--- src/rtl/timer_ccu_pkg.sv ---
// timer_ccu_pkg: register map, bit indices and CTRL layout
// shared by the timer compare/capture unit and its channels.
package timer_ccu_pkg;

  localparam int NUM_CH = 2;

  localparam logic [4:0] ADDR_CTRL   = 5'h00;
  localparam logic [4:0] ADDR_STATUS = 5'h04;
  localparam logic [4:0] ADDR_CCR0   = 5'h08;
  localparam logic [4:0] ADDR_CCR1   = 5'h0C;
  localparam logic [4:0] ADDR_CAP    = 5'h10;

  localparam int CTRL_EN0    = 0;
  localparam int CTRL_EN1    = 1;
  localparam int CTRL_POL0   = 2;
  localparam int CTRL_POL1   = 3;
  localparam int CTRL_IE_M0  = 4;
  localparam int CTRL_IE_M1  = 5;
  localparam int CTRL_IE_OVF = 6;
  localparam int CTRL_IE_CAP = 7;

  localparam int ST_M0F  = 0;
  localparam int ST_M1F  = 1;
  localparam int ST_OVF  = 2;
  localparam int ST_CAPF = 3;

  typedef struct packed {
    logic              ie_cap;
    logic              ie_ovf;
    logic [NUM_CH-1:0] ie_m;
    logic [NUM_CH-1:0] pol;
    logic [NUM_CH-1:0] en;
  } ctrl_t;

  function automatic logic [4:0] ccr_addr(input int n);
    return ADDR_CCR0 + 5'(n << 2);
  endfunction

endpackage

--- src/rtl/timer_ccu_channel.sv ---
// ccu_channel: one compare channel with shadow/active CCR,
// registered PWM output and count-step match detect.
module ccu_channel
  import timer_ccu_pkg::*;
(
  input  logic        clk_i,
  input  logic        rst_ni,
  input  logic        en_i,
  input  logic        pol_i,
  input  logic        wr_i,
  input  logic [31:0] wdata_i,
  input  logic        upd_i,
  input  logic        step_i,
  input  logic [31:0] tcnt_i,
  output logic [31:0] shadow_o,
  output logic        pwm_o,
  output logic        match_o
);

  logic [31:0] shadow_q;
  logic [31:0] shadow_d;
  logic [31:0] act_q;
  logic [31:0] act_d;
  logic        pwm_q;
  logic        pwm_d;
  logic        cmp;

  // next-state: shadow takes writes, active follows
  // shadow on update or while disabled
  always_comb begin
    cmp      = tcnt_i < act_q;
    shadow_d = wr_i ? wdata_i : shadow_q;
    act_d    = (upd_i || !en_i) ? shadow_q : act_q;
    pwm_d    = en_i ? (cmp ^ pol_i) : pol_i;
  end

  // channel state registers
  always_ff @(posedge clk_i or negedge rst_ni) begin
    if (!rst_ni) begin
      shadow_q <= '0;
      act_q    <= '0;
      pwm_q    <= 1'b0;
    end else begin
      shadow_q <= shadow_d;
      act_q    <= act_d;
      pwm_q    <= pwm_d;
    end
  end

  assign shadow_o = shadow_q;
  assign pwm_o    = pwm_q;
  assign match_o  = step_i & en_i & (tcnt_i == act_q);

endmodule

--- src/rtl/timer_ccu.sv ---
// timer_ccu: APB compare/PWM unit with optional capture
// (capture built only with TIMER_CCU_CAPTURE_EN defined).
module timer_ccu
  import timer_ccu_pkg::*;
#(
  parameter int SYNC_STAGES = 2
) (
  input  logic        PCLK,
  input  logic        PRESET,
  input  logic [4:0]  PADDR,
  input  logic        PSEL,
  input  logic        PENABLE,
  input  logic        PWRITE,
  input  logic [31:0] PWDATA,
  output logic [31:0] PRDATA,
  output logic        PREADY,
  input  logic [31:0] tcnt,
  input  logic [31:0] arr,
  input  logic        cap_i,
  output logic [1:0]  pwm_o,
  output logic        irq
);

  ctrl_t       ctrl_q;
  ctrl_t       ctrl_d;
  logic [7:0]  ctrl_v;
  logic [7:0]  ctrl_dv;
  logic [3:0]  status_q;
  logic [3:0]  status_d;
  logic [3:0]  st_set;
  logic [3:0]  st_clr;
  logic [3:0]  ie;
  logic [31:0] tcnt_q;
  logic        setup_q;
  logic        pready_q;
  logic        irq_q;
  logic        irq_d;
  logic        acc;
  logic        commit;
  logic        wr_en;
  logic        rd_en;
  logic        sel_ctrl;
  logic        sel_status;
  logic        sel_ccr0;
  logic        sel_ccr1;
  logic        sel_cap;
  logic        step;
  logic        upd;
  logic [NUM_CH-1:0] match;
  logic [NUM_CH-1:0] pwm;
  logic [31:0] shadow [NUM_CH];
  logic        cap_rise;
  logic [31:0] cap_val;
  logic [31:0] rdata;

  // a transfer only commits if its setup phase was seen
  // after reset, so an access cut by reset is dropped
  assign acc    = PSEL & PENABLE;
  assign commit = acc & setup_q;
  assign wr_en  = commit & PWRITE;
  assign rd_en  = acc & ~PWRITE;

  assign sel_ctrl   = PADDR == ADDR_CTRL;
  assign sel_status = PADDR == ADDR_STATUS;
  assign sel_ccr0   = PADDR == ADDR_CCR0;
  assign sel_ccr1   = PADDR == ADDR_CCR1;
  assign sel_cap    = PADDR == ADDR_CAP;

  assign step = tcnt != tcnt_q;
  assign upd  = step & (tcnt == '0) & (tcnt_q == arr);

  assign ctrl_v = ctrl_q;
  assign ctrl_d = ctrl_dv;

`ifdef TIMER_CCU_CAPTURE_EN
  logic [SYNC_STAGES-1:0] sync_q;
  logic                   cap_prev_q;
  logic [31:0]            cap_q;

  // synchronize cap_i, detect rising edge, latch tcnt
  always_ff @(posedge PCLK or negedge PRESET) begin
    if (!PRESET) begin
      sync_q     <= '0;
      cap_prev_q <= 1'b0;
      cap_q      <= '0;
    end else begin
      sync_q     <= {sync_q[SYNC_STAGES-2:0], cap_i};
      cap_prev_q <= sync_q[SYNC_STAGES-1];
      if (cap_rise) begin
        cap_q <= tcnt;
      end
    end
  end

  assign cap_rise = sync_q[SYNC_STAGES-1] & ~cap_prev_q;
  assign cap_val  = cap_q;
`else
  logic cap_unused;
  assign cap_unused = cap_i ^ (SYNC_STAGES > 3);
  assign cap_rise   = 1'b0;
  assign cap_val    = '0;
`endif

  // CTRL/STATUS next state; a flag set beats a same-edge clear
  always_comb begin
    ctrl_dv = (wr_en && sel_ctrl) ? PWDATA[7:0] : ctrl_v;
    st_set          = '0;
    st_set[ST_M0F]  = match[0];
    st_set[ST_M1F]  = match[1];
    st_set[ST_OVF]  = upd;
    st_set[ST_CAPF] = cap_rise;
    st_clr   = (wr_en && sel_status) ? PWDATA[3:0] : '0;
    status_d = (status_q & ~st_clr) | st_set;
    ie          = '0;
    ie[ST_M0F]  = ctrl_v[CTRL_IE_M0];
    ie[ST_M1F]  = ctrl_v[CTRL_IE_M1];
    ie[ST_OVF]  = ctrl_v[CTRL_IE_OVF];
    ie[ST_CAPF] = ctrl_v[CTRL_IE_CAP];
    irq_d = |(status_q & ie);
  end

  for (genvar n = 0; n < NUM_CH; n++) begin : g_ch
    localparam int EnIdx  = (n == 0) ? CTRL_EN0 : CTRL_EN1;
    localparam int PolIdx = (n == 0) ? CTRL_POL0 : CTRL_POL1;

    ccu_channel u_ch (
      .clk_i    (PCLK),
      .rst_ni   (PRESET),
      .en_i     (ctrl_dv[EnIdx]),
      .pol_i    (ctrl_dv[PolIdx]),
      .wr_i     (wr_en && (PADDR == ccr_addr(n))),
      .wdata_i  (PWDATA),
      .upd_i    (upd),
      .step_i   (step),
      .tcnt_i   (tcnt),
      .shadow_o (shadow[n]),
      .pwm_o    (pwm[n]),
      .match_o  (match[n])
    );
  end

  // combinational read mux, zero outside a read access
  always_comb begin
    rdata = '0;
    if (rd_en) begin
      unique case (1'b1)
        sel_ctrl:   rdata = {24'h0, ctrl_v};
        sel_status: rdata = {28'h0, status_q};
        sel_ccr0:   rdata = shadow[0];
        sel_ccr1:   rdata = shadow[1];
        sel_cap:    rdata = cap_val;
        default:    rdata = '0;
      endcase
    end
  end

  // control, status, handshake and irq registers
  always_ff @(posedge PCLK or negedge PRESET) begin
    if (!PRESET) begin
      ctrl_q   <= '0;
      status_q <= '0;
      tcnt_q   <= '0;
      setup_q  <= 1'b0;
      pready_q <= 1'b0;
      irq_q    <= 1'b0;
    end else begin
      ctrl_q   <= ctrl_d;
      status_q <= status_d;
      tcnt_q   <= tcnt;
      setup_q  <= PSEL & ~PENABLE;
      pready_q <= commit;
      irq_q    <= irq_d;
    end
  end

  assign PRDATA = rdata;
  assign PREADY = pready_q;
  assign irq    = irq_q;
  assign pwm_o  = pwm;

endmodule
--- config.mk ---
export PLATFORM = sky130hd
export DESIGN_NAME = timer_ccu
export DESIGN_NICKNAME = d
export VERILOG_FILES = /design/src/rtl/timer_ccu_pkg.sv /design/src/rtl/timer_ccu_channel.sv /design/src/rtl/timer_ccu.sv
export SDC_FILE = /design/constraint.sdc
export NUM_CORES = 1
export LEC_CHECK = 0
export CAP_MARGIN = 0
export CORE_MARGIN = 1.5
export CORE_UTILIZATION = 59
export CTS_CLUSTER_DIAMETER = 40
export DETAILED_ROUTE_END_ITERATION = 16
export HOLD_SLACK_MARGIN = 0.08
export PLACE_DENSITY = 0.95
export SLEW_MARGIN = 20
export SYNTH_ARGS = -nofsm -noshare
export SYNTH_HDL_FRONTEND = slang
export SYNTH_SLANG_ARGS = --single-unit
--- constraint.sdc ---
create_clock -name PCLK -period 4.76 [get_ports PCLK]
set_clock_uncertainty 0.15 [all_clocks]
set_input_delay 0.714 -clock PCLK [delete_from_list [all_inputs] [get_ports PCLK]]
set_output_delay 0.714 -clock PCLK [all_outputs]
set_load 0.05 [all_outputs]
==> flow_summary.yaml, run 1 <==
logic_synthesis:
  synthArstFlopShare_pct: 100
  ys_warn_count: 0
  syn_nets: 939
  synth_top_area_share_pct: 48.5
  synth.most_common_cell: "dfrtp_1"
  synth.area.top_cells: "dfrtp_1 49%, mux2_2 16%, ha_1 8.8%"
  ys_top_cells_by_count: "177 x dfrtp_1, 131 x mux2_2, 67 x inv_1"
  synth_top_area_cell: "dfrtp_1"
  syn_avg_cell_area_sq_um: 11.9
  syn_inst: 768
  synth_area_sq_um: 9120
  synth_edf_count: 0
  ys_seq_elements: 177
  ys_types: 39
  synth_flop_cell: "dfrtp_1"
  yosysSeqAreaShare_pct: 48.5
route:
  wl_mm: 25.0
  drc: 0
  ant_nets: 0
  wl_per_cell_um: 22.5
  dr.pass1.iters: 5
  via_per_inst: 6.24
  dr.first_iter.drc_count: 627
  vias: 6963
worst_setup_path:
  cp_num_buf_inv: 2
  cp_max_fo: 19
  critical-path-max-stage-delay_ns: 0.91
  cp.required_ns: 4.93
  worstSetupEndpointType: "register"
  cp.arrival_ns: 3.99
  critPathSlowestCell: "o21ai_2"
  path_cells: "clkdlybuf4s50_1, nor4_1, nand4_1, nor4_1, nand4_1, o21ai_2, buf_12, mux2_2"
  path_class: "in2reg"
  critical_path.top_delay_family: "simple AND/OR/NAND/NOR gates"
  r2r_slack_ns: 1.44
  r2r-start: "tcnt_q[20]"
  startpoint_type: "input port"
  critPathLaunch: "tcnt[8]"
final_layout:
  syn2layout_area_growth_pct: 27.8
  stdcell_count: 1115
  layout-drive-gt1-share_pct: 23.4
  antennaDiodeCount: 0
  n_fill_cell: 825
  final_core_util_pct: 77.0
  final_nets: 1088
sta:
  max_freq_ghz: 0.262
  finalCritPeriodShare_pct: 80.2
  final-hold-violation-count: 0
  finalMaxSlewViolations: 0
  final.setup.tns_ns: 0
  fin_crit_ns: 3.82
  holdWs_ns: 0.172
  tightest_slew_ns: 1.06
  layout_setup_ws_ns: 0.943
  rsz0062_at_grt: "no"
  finalSetupViolations: 0
  slew-limit-headroom_pct: 29.5
die:
  die_area_sq_um: 16200
  rows: 45
  initial_utilization_pct: 60.2
  die_w_um: 127
  num_io_pins: 143
  fp.coreArea_sq_um: 15100
  chipHeight_um: 127
clocking:
  cts.path.max_buffers: 2
  post_cts_buffers: 0
  cts_made_buffers: 17
  clk_pin_slew_worst_paths_ns: 0.06
  cts_tree: "done"
  clk_latency_ns: 0.44
  root_buffer: "clkbuf_16"
  htreeDepth: 4
  postCtsHoldBufs: 0
  ctsResizeCount: 0
  cts_num_sinks: 177
place:
  dp_hpwl_mm: 17.6
  io_buffers: 141
  place.gp.congestion: 0.903
  pre_cts_ws_ns: 0.672
  dp_cells: 1086
outcome:
  status: "finished, final reports clean"
global_route:
  grt_pass1_vias: 7377
  grt-ovfl-total: 0
  grt_max_degree: 93
  grt_pass1_wl_mm: 39.4
  antenna_found_initial: 0
  track_usage_pct: 32.4
pwr:
  power_density_nw_per_um2: 281
  ir_worst_vdd_uv: 243
  p_leak_nw: 5.25
job:
  cap_violations: 0
worst_hold_path:
  min_path_type: "in2async"
-- sequential cells by signal, indices dropped and copies added, names as in the netlist --
| name | cells |
|---|---|
| PREADY | 1 |
| ctrl_q | 8 |
| g_ch.u_ch.act_q | 64 |
| g_ch.u_ch.pwm_o | 2 |
| g_ch.u_ch.shadow_o | 64 |
| irq | 1 |
| setup_q | 1 |
| status_q | 4 |
| tcnt_q | 32 |
-- per-layer routing --
layer	wire length, um	vias up	part of all wire (%)	global-route usage, %
met5	0	-	0	0
met4	1130	0	4.5	17.0
met3	2030	88	8.1	8.29
met2	12200	399	49	52.6
met1	9710	3445	39	40.4
li1	-	3031	-	-
-- layout make-up --
class	instances	area, sq um	share of cell area, %
clock inverter	5	28.8	0.247
multi-input combinational	498	4320	37.0
tap	188	235	2.02
clock buffer	24	512	4.39
timing repair buffer	156	1880	16.2
inverter	67	251	2.16
sequential	177	4430	38.0
-- final timing paths --
path	endpoint	cells past startpoint
worst max-delay path	g_ch[1].u_ch.act_q[22]	8
max in group asynchronous	g_ch[1].u_ch.shadow_o[5]	2
worst min-delay path	g_ch[0].u_ch.act_q[17]	1
worst min register to register	g_ch[0].u_ch.act_q[8]	1
worst max register to register	g_ch[1].u_ch.act_q[22]	7
min in group PCLK	g_ch[0].u_ch.act_q[8]	1
-- per-stage QoR --
stage	cell area (sq um)	total power, W
4_1_cts	11700	0.00326
3_3_place_gp	11100	0.00196
5_1_grt	11700	0.00336
2_1_floorplan	9120	0.00177
3_5_place_dp	11100	0.00198
6_report	11700	0.00327
-- worst register-to-register path: stages (launching register included) --
cell     delay (ns)
dfrtp_1        0.41
xnor2_1        0.34
nand4_1        0.15
nor4_1         0.32
nand4_1        0.29
o21ai_2        0.91
buf_12         0.26
mux2_2         0.37
-- cells by family (layout without fill, tap and decap cells) --
logic type	after synthesis	after routing	share of synthesized area (%)
DFF	177	177	48.5
buffers and inverters	93	252	4.21
and+or+nand+nor	137	137	8.05
muxes	140	140	17.7
xor gates and xnor gates	66	66	6.34
adders and majority gates	64	64	8.78
AOI/OAI and AO/OA	91	91	6.38
-- layout by cell type (no fill, tap or decap), types with 11 or more instances in the layout --
cell / instances
clkdlybuf4s50_1: 108
o21ai_0: 11
xor2_1: 42
nand4_1: 26
inv_1: 67
a22oi_1: 26
clkbuf_16: 17
nand3_1: 14
nand2_1: 16
nor2_1: 40
ha_1: 64
xnor2_1: 24
buf_4: 12
dfrtp_1: 177
a21oi_1: 29
mux2_2: 131
nor4_1: 23
buf_12: 35
-- report_power, final --
part / internal (W) / switching (W) / leakage [nW]
clock network: 0.000739 / 0.000561 / 0.274
registers: 0.00155 / 0.0000367 / 2.39
logic: 0.000188 / 0.000196 / 2.59
total: 0.00248 / 0.000794 / 5.25
No activity file was read; power rests on OpenSTA's default activity.
==> inputs of run 2 (changes only) <==
--- a/config.mk
+++ b/config.mk
@@ -7,11 +7,11 @@
 export LEC_CHECK = 0
 export CAP_MARGIN = 0
 export CORE_MARGIN = 1.5
-export CORE_UTILIZATION = 59
+export CORE_UTILIZATION = 54
 export CTS_CLUSTER_DIAMETER = 40
 export DETAILED_ROUTE_END_ITERATION = 16
 export HOLD_SLACK_MARGIN = 0.08
-export PLACE_DENSITY = 0.95
+export PLACE_DENSITY = 0.92
 export SLEW_MARGIN = 20
 export SYNTH_ARGS = -nofsm -noshare
 export SYNTH_HDL_FRONTEND = slang
==> constraint.sdc (replaced) <==
create_clock -name PCLK -period 3.9 [get_ports PCLK]
set_clock_uncertainty 0.15 [all_clocks]
set_input_delay 0.585 -clock PCLK [delete_from_list [all_inputs] [get_ports PCLK]]
set_output_delay 0.585 -clock PCLK [all_outputs]
set_load 0.05 [all_outputs]
==> flow_summary.yaml, run 2 (same netlist as run 1, synthesis figures left out) <==
worst_setup_path:
  critical-path-max-stage-delay_ns: 0.42
  r2r-start: "tcnt_q[20]"
  cp.arrival_ns: 2.54
  cp.required_ns: 3.16
  path_class: "in2out"
  path_cells: "clkdlybuf4s50_1, or3_4, nor3b_2, buf_4, a22oi_1, nor2_1, buf_12"
  worstSetupEndpointType: "output port"
  critical_path.top_delay_family: "buffers and inverters"
  critPathLaunch: "PADDR[1]"
  cp_num_buf_inv: 3
  startpoint_type: "input port"
  critPathSlowestCell: "clkdlybuf4s50_1"
  r2r-end: "g_ch[1].u_ch.act_q[3]"
  r2r_slack_ns: 1.12
  cp_max_fo: 25
  worstRegToRegCells: 7
clocking:
  cts_made_buffers: 17
  postCtsHoldBufs: 0
  cts_tree: "done"
  post_cts_buffers: 0
  cts_num_sinks: 177
  cts.path.max_buffers: 2
  root_buffer: "clkbuf_16"
  clk_pin_slew_worst_paths_ns: 0.06
  clk_latency_ns: 0.44
  ctsResizeCount: 0
  htreeDepth: 4
final_layout:
  final_cell_area_sq_um: 11800
  mostFrequentLayoutCell: "dfrtp_1"
  layout-drive-gt1-share_pct: 24.2
  syn2layout_area_growth_pct: 29.5
  mostFrequentLayoutCells: "177 x dfrtp_1, 131 x mux2_2, 108 x clkdlybuf4s50_1"
  final_core_util_pct: 71.5
  final_nets: 1093
  antennaDiodeCount: 0
  stdcell_count: 1155
route:
  wl_mm: 24.5
  via_per_inst: 5.98
  ant_nets: 0
  drc: 0
  vias: 6905
  dr.first_iter.drc_count: 541
  wl_per_cell_um: 21.2
  dr.pass1.iters: 5
pwr:
  clkPwrFrac_pct: 43.8
  finalPower_w: 0.00428
  pwr-share-seq_pct: 45.3
  swShare_pct: 23.9
  power_density_nw_per_um2: 362
  p_leak_nw: 5.30
  switchingPower_w: 0.00102
  p_int_w: 0.00325
  ir_worst_vdd_uv: 322
  comb_power_share_pct: 10.9
place:
  dp_cells: 1123
  placed_cell_area_sq_um: 11200
  place.gp.congestion: 0.886
  dp_hpwl_mm: 17.9
  io_buffers: 141
global_route:
  track_usage_pct: 29.2
  grt_max_degree: 107
  grt_pass1_wl_mm: 39.6
  grt-ovfl-total: 0
  grt_pass1_vias: 7509
  antenna_found_initial: 1
die:
  die_area_sq_um: 17700
  die_w_um: 133
  initial_utilization_pct: 55.2
  chipHeight_um: 133
  fp.coreArea_sq_um: 16500
  num_io_pins: 143
  rows: 47
sta:
  slew-limit-headroom_pct: 34.6
  finalSetupViolations: 0
  final-hold-violation-count: 0
  finalMaxSlewViolations: 0
  max_freq_ghz: 0.306
  tightest_slew_ns: 0.981
  final.setup.tns_ns: 0
  rsz0062_at_grt: "no"
  finalCritPeriodShare_pct: 83.9
  fin_crit_ns: 3.27
outcome:
  status: "finished, final reports clean"
worst_hold_path:
  min_path_type: "in2async"
job:
  cap_violations: 0
run 2: worst max path at each step:
stage / slack [ns] / endpoint / depth (start not counted)
after global placement: 0.51 / g_ch[1].u_ch.act_q[22] / 8
after floorplan: 0.75 / PRDATA[11] / 5
after CTS: 0.67 / PRDATA[12] / 7
after global routing: 0.50 / PRDATA[15] / 7
after detailed placement: 0.52 / g_ch[1].u_ch.act_q[29] / 8
final: 0.63 / PRDATA[12] / 7
run 2: power by group through the flow:
stage          Clock, W  Sequential, W  Combinational, W
6_report        0.00187        0.00194          0.000466
5_1_grt         0.00196        0.00194          0.000508
4_1_cts         0.00188        0.00193          0.000462
3_5_place_dp          0        0.00197          0.000454
3_3_place_gp          0        0.00196          0.000434
2_1_floorplan         0        0.00196          0.000204
run 2: cell type report:
type                       instances  area [sq um]
clock buffer                      17           425
multi-input combinational        498          4320
timing repair buffer             161          1900
clock inverter                    15           216
sequential                       177          4430
inverter                          67           251
fill                            1014          4710
tap                              220           275
run 2: layer usage:
metal	wire (um)	track usage (%)
met1	10000	37.3
met2	11800	47.4
met3	1900	7.32
met4	828	12.9
met5	0	0
run 2: worst register-to-register path, cell delays in order, from the launching register on:
cell and delay, ns:
dfrtp_1 0.41, xnor2_1 0.39, nand4_1 0.17, nor4_1 0.33, nand4_1 0.29, o21ai_2 0.23
buf_4 0.28, mux2_2 0.40
run 2: per-stage QoR:
step | hold slack (ns) | worst slack [ns]
2_1_floorplan | 0.139 | 0.749
3_3_place_gp | 0.335 | 0.509
3_5_place_dp | 0.339 | 0.523
4_1_cts | 0.162 | 0.670
5_1_grt | 0.210 | 0.498
6_report | 0.100 | 0.628
==> inputs of run 3 (changes only) <==
==> constraint.sdc (replaced) <==
create_clock -name PCLK -period 3.3 [get_ports PCLK]
set_clock_uncertainty 0.15 [all_clocks]
set_input_delay 0.495 -clock PCLK [delete_from_list [all_inputs] [get_ports PCLK]]
set_output_delay 0.495 -clock PCLK [all_outputs]
set_load 0.05 [all_outputs]
==> flow_summary.yaml, run 3 (same netlist as run 1, synthesis figures left out) <==
outcome:
  status: "finished, final reports clean"
clocking:
  clk_latency_ns: 0.44
  cts_tree: "done"
  htreeDepth: 4
  root_buffer: "clkbuf_16"
  cts.path.max_buffers: 2
  post_cts_buffers: 0
  cts_num_sinks: 177
  clk_pin_slew_worst_paths_ns: 0.06
  cts_made_buffers: 17
global_route:
  track_usage_pct: 31.4
  use_met2_pct: 51.6
  met1_usage_pct: 38.5
  use_met3_pct: 7.43
  grt-busiest-layer: "met2"
  grt_pass1_wl_mm: 42.1
  antenna_found_initial: 0
  grt-ovfl-total: 0
  grt_max_degree: 76
  grt_pass1_vias: 7823
place:
  place.gp.congestion: 0.935
  placed_cell_area_sq_um: 11400
  io_buffers: 141
  pre_cts_ws_ns: -0.0120
  dp_cells: 1151
  dp_hpwl_mm: 18.7
die:
  fp.coreArea_sq_um: 16500
  num_io_pins: 143
  chipHeight_um: 133
  die_w_um: 133
  die_area_sq_um: 17700
  rows: 47
  initial_utilization_pct: 55.2
pwr:
  ir_worst_vdd_uv: 419
  power_density_nw_per_um2: 426
  p_leak_nw: 5.46
  finalPower_w: 0.00516
worst_setup_path:
  startpoint_type: "input port"
  critical-path-max-stage-delay_ns: 0.50
  path_class: "in2reg"
  cp_max_fo: 14
  path_cells: "clkdlybuf4s50_1, nor4_1, nand4_1, nor4_1, nand4_1, o21ai_2, buf_4, mux2_2"
  critPathSlowestCell: "clkdlybuf4s50_1"
  worstSetupEndpointType: "register"
  cp.arrival_ns: 3.33
  cp.required_ns: 3.47
sta:
  finalCritPeriodShare_pct: 95.9
  tightest_slew_ns: 0.709
  finalSetupViolations: 0
  rsz0062_at_grt: "no"
  final-hold-violation-count: 0
  finalMaxSlewViolations: 0
  final.setup.tns_ns: 0
  max_freq_ghz: 0.316
  slew-limit-headroom_pct: 52.7
  layout_setup_ws_ns: 0.136
  fin_crit_ns: 3.16
final_layout:
  syn2layout_area_growth_pct: 32.7
  regArea_sq_um: 4430
  multi_input_area_sq_um: 4330
  mostFrequentLayoutCell: "dfrtp_1"
  final_nets: 1122
  layout-drive-gt1-share_pct: 26.2
  n_fill_cell: 980
  mostFrequentLayoutCells: "177 x dfrtp_1, 131 x mux2_2, 108 x clkdlybuf4s50_1"
  antennaDiodeCount: 0
  stdcell_count: 1182
  final_cell_area_sq_um: 12100
route:
  drc: 0
  via_per_inst: 6.18
  ant_nets: 0
  vias: 7309
  dr.pass1.iters: 5
  wl_mm: 26.8
  wl_per_cell_um: 22.6
  dr.first_iter.drc_count: 755
worst_hold_path:
  min_path_type: "reg2reg"
job:
  cap_violations: 0
run 3: worst paths after layout:
check | from | endpoint | cells past startpoint | slack (ns)
hold reg to reg | g_ch[1].u_ch.act_q[9] | g_ch[1].u_ch.act_q[9] | 1 | 0.36
hold / removal | g_ch[1].u_ch.act_q[9] | g_ch[1].u_ch.act_q[9] | 1 | 0.36
max in group asynchronous | PRESET | g_ch[1].u_ch.shadow_o[22] | 3 | 1.74
setup / recovery | tcnt[7] | g_ch[0].u_ch.act_q[15] | 8 | 0.14
min in group asynchronous | PRESET | g_ch[0].u_ch.shadow_o[7] | 2 | 0.50
setup reg to reg | tcnt_q[17] | g_ch[0].u_ch.act_q[15] | 7 | 0.46
run 3: metrics by stage:
stage               utilization, %  hold slack [ns]
finish                        73.3            0.359
floorplan                        -           0.0494
CTS                           73.2            0.360
global placement              69.2            0.335
global route                  73.3            0.377
detailed placement            69.2            0.340
run 3: final cells by class:
cell class              count  area share (%)
repair buffers            190            17.9
clock inverters            10            1.73
multi-input cells         498            35.8
clock buffers              20            3.69
well taps                 220            2.27
inverters                  67            2.08
flip-flops and latches    177            36.6
run 3: routing by layer:
layer	up-vias	part of all wire, %
met5	-	0
met4	0	5.0
met3	128	8.3
met2	414	48
met1	3668	39
li1	3099	-
run 3: worst max-delay path: cells and delay by family:
kind	cells	cell delay [ns]
AND/OR/NAND/NOR	4	1.40
multiplexers	1	0.38
buffers and inverters	2	0.79
AO/OA/AOI/OAI	1	0.26
run 3: repair_timing:
action / CTS / global route
endpoints found under the setup margin: 0 / 60
hold buffers: 1 / 0
endpoints found under the hold margin: 73 / 0
gates resized for setup: 0 / 2
run 3: power by group:
group / internal, W / switching [W] / total, W / leakage, nW
clock: 0.00143 / 0.000834 / 0.00226 / 0.312
combinational: 0.000298 / 0.000304 / 0.000602 / 2.76
sequential: 0.00224 / 0.0000535 / 0.00229 / 2.39
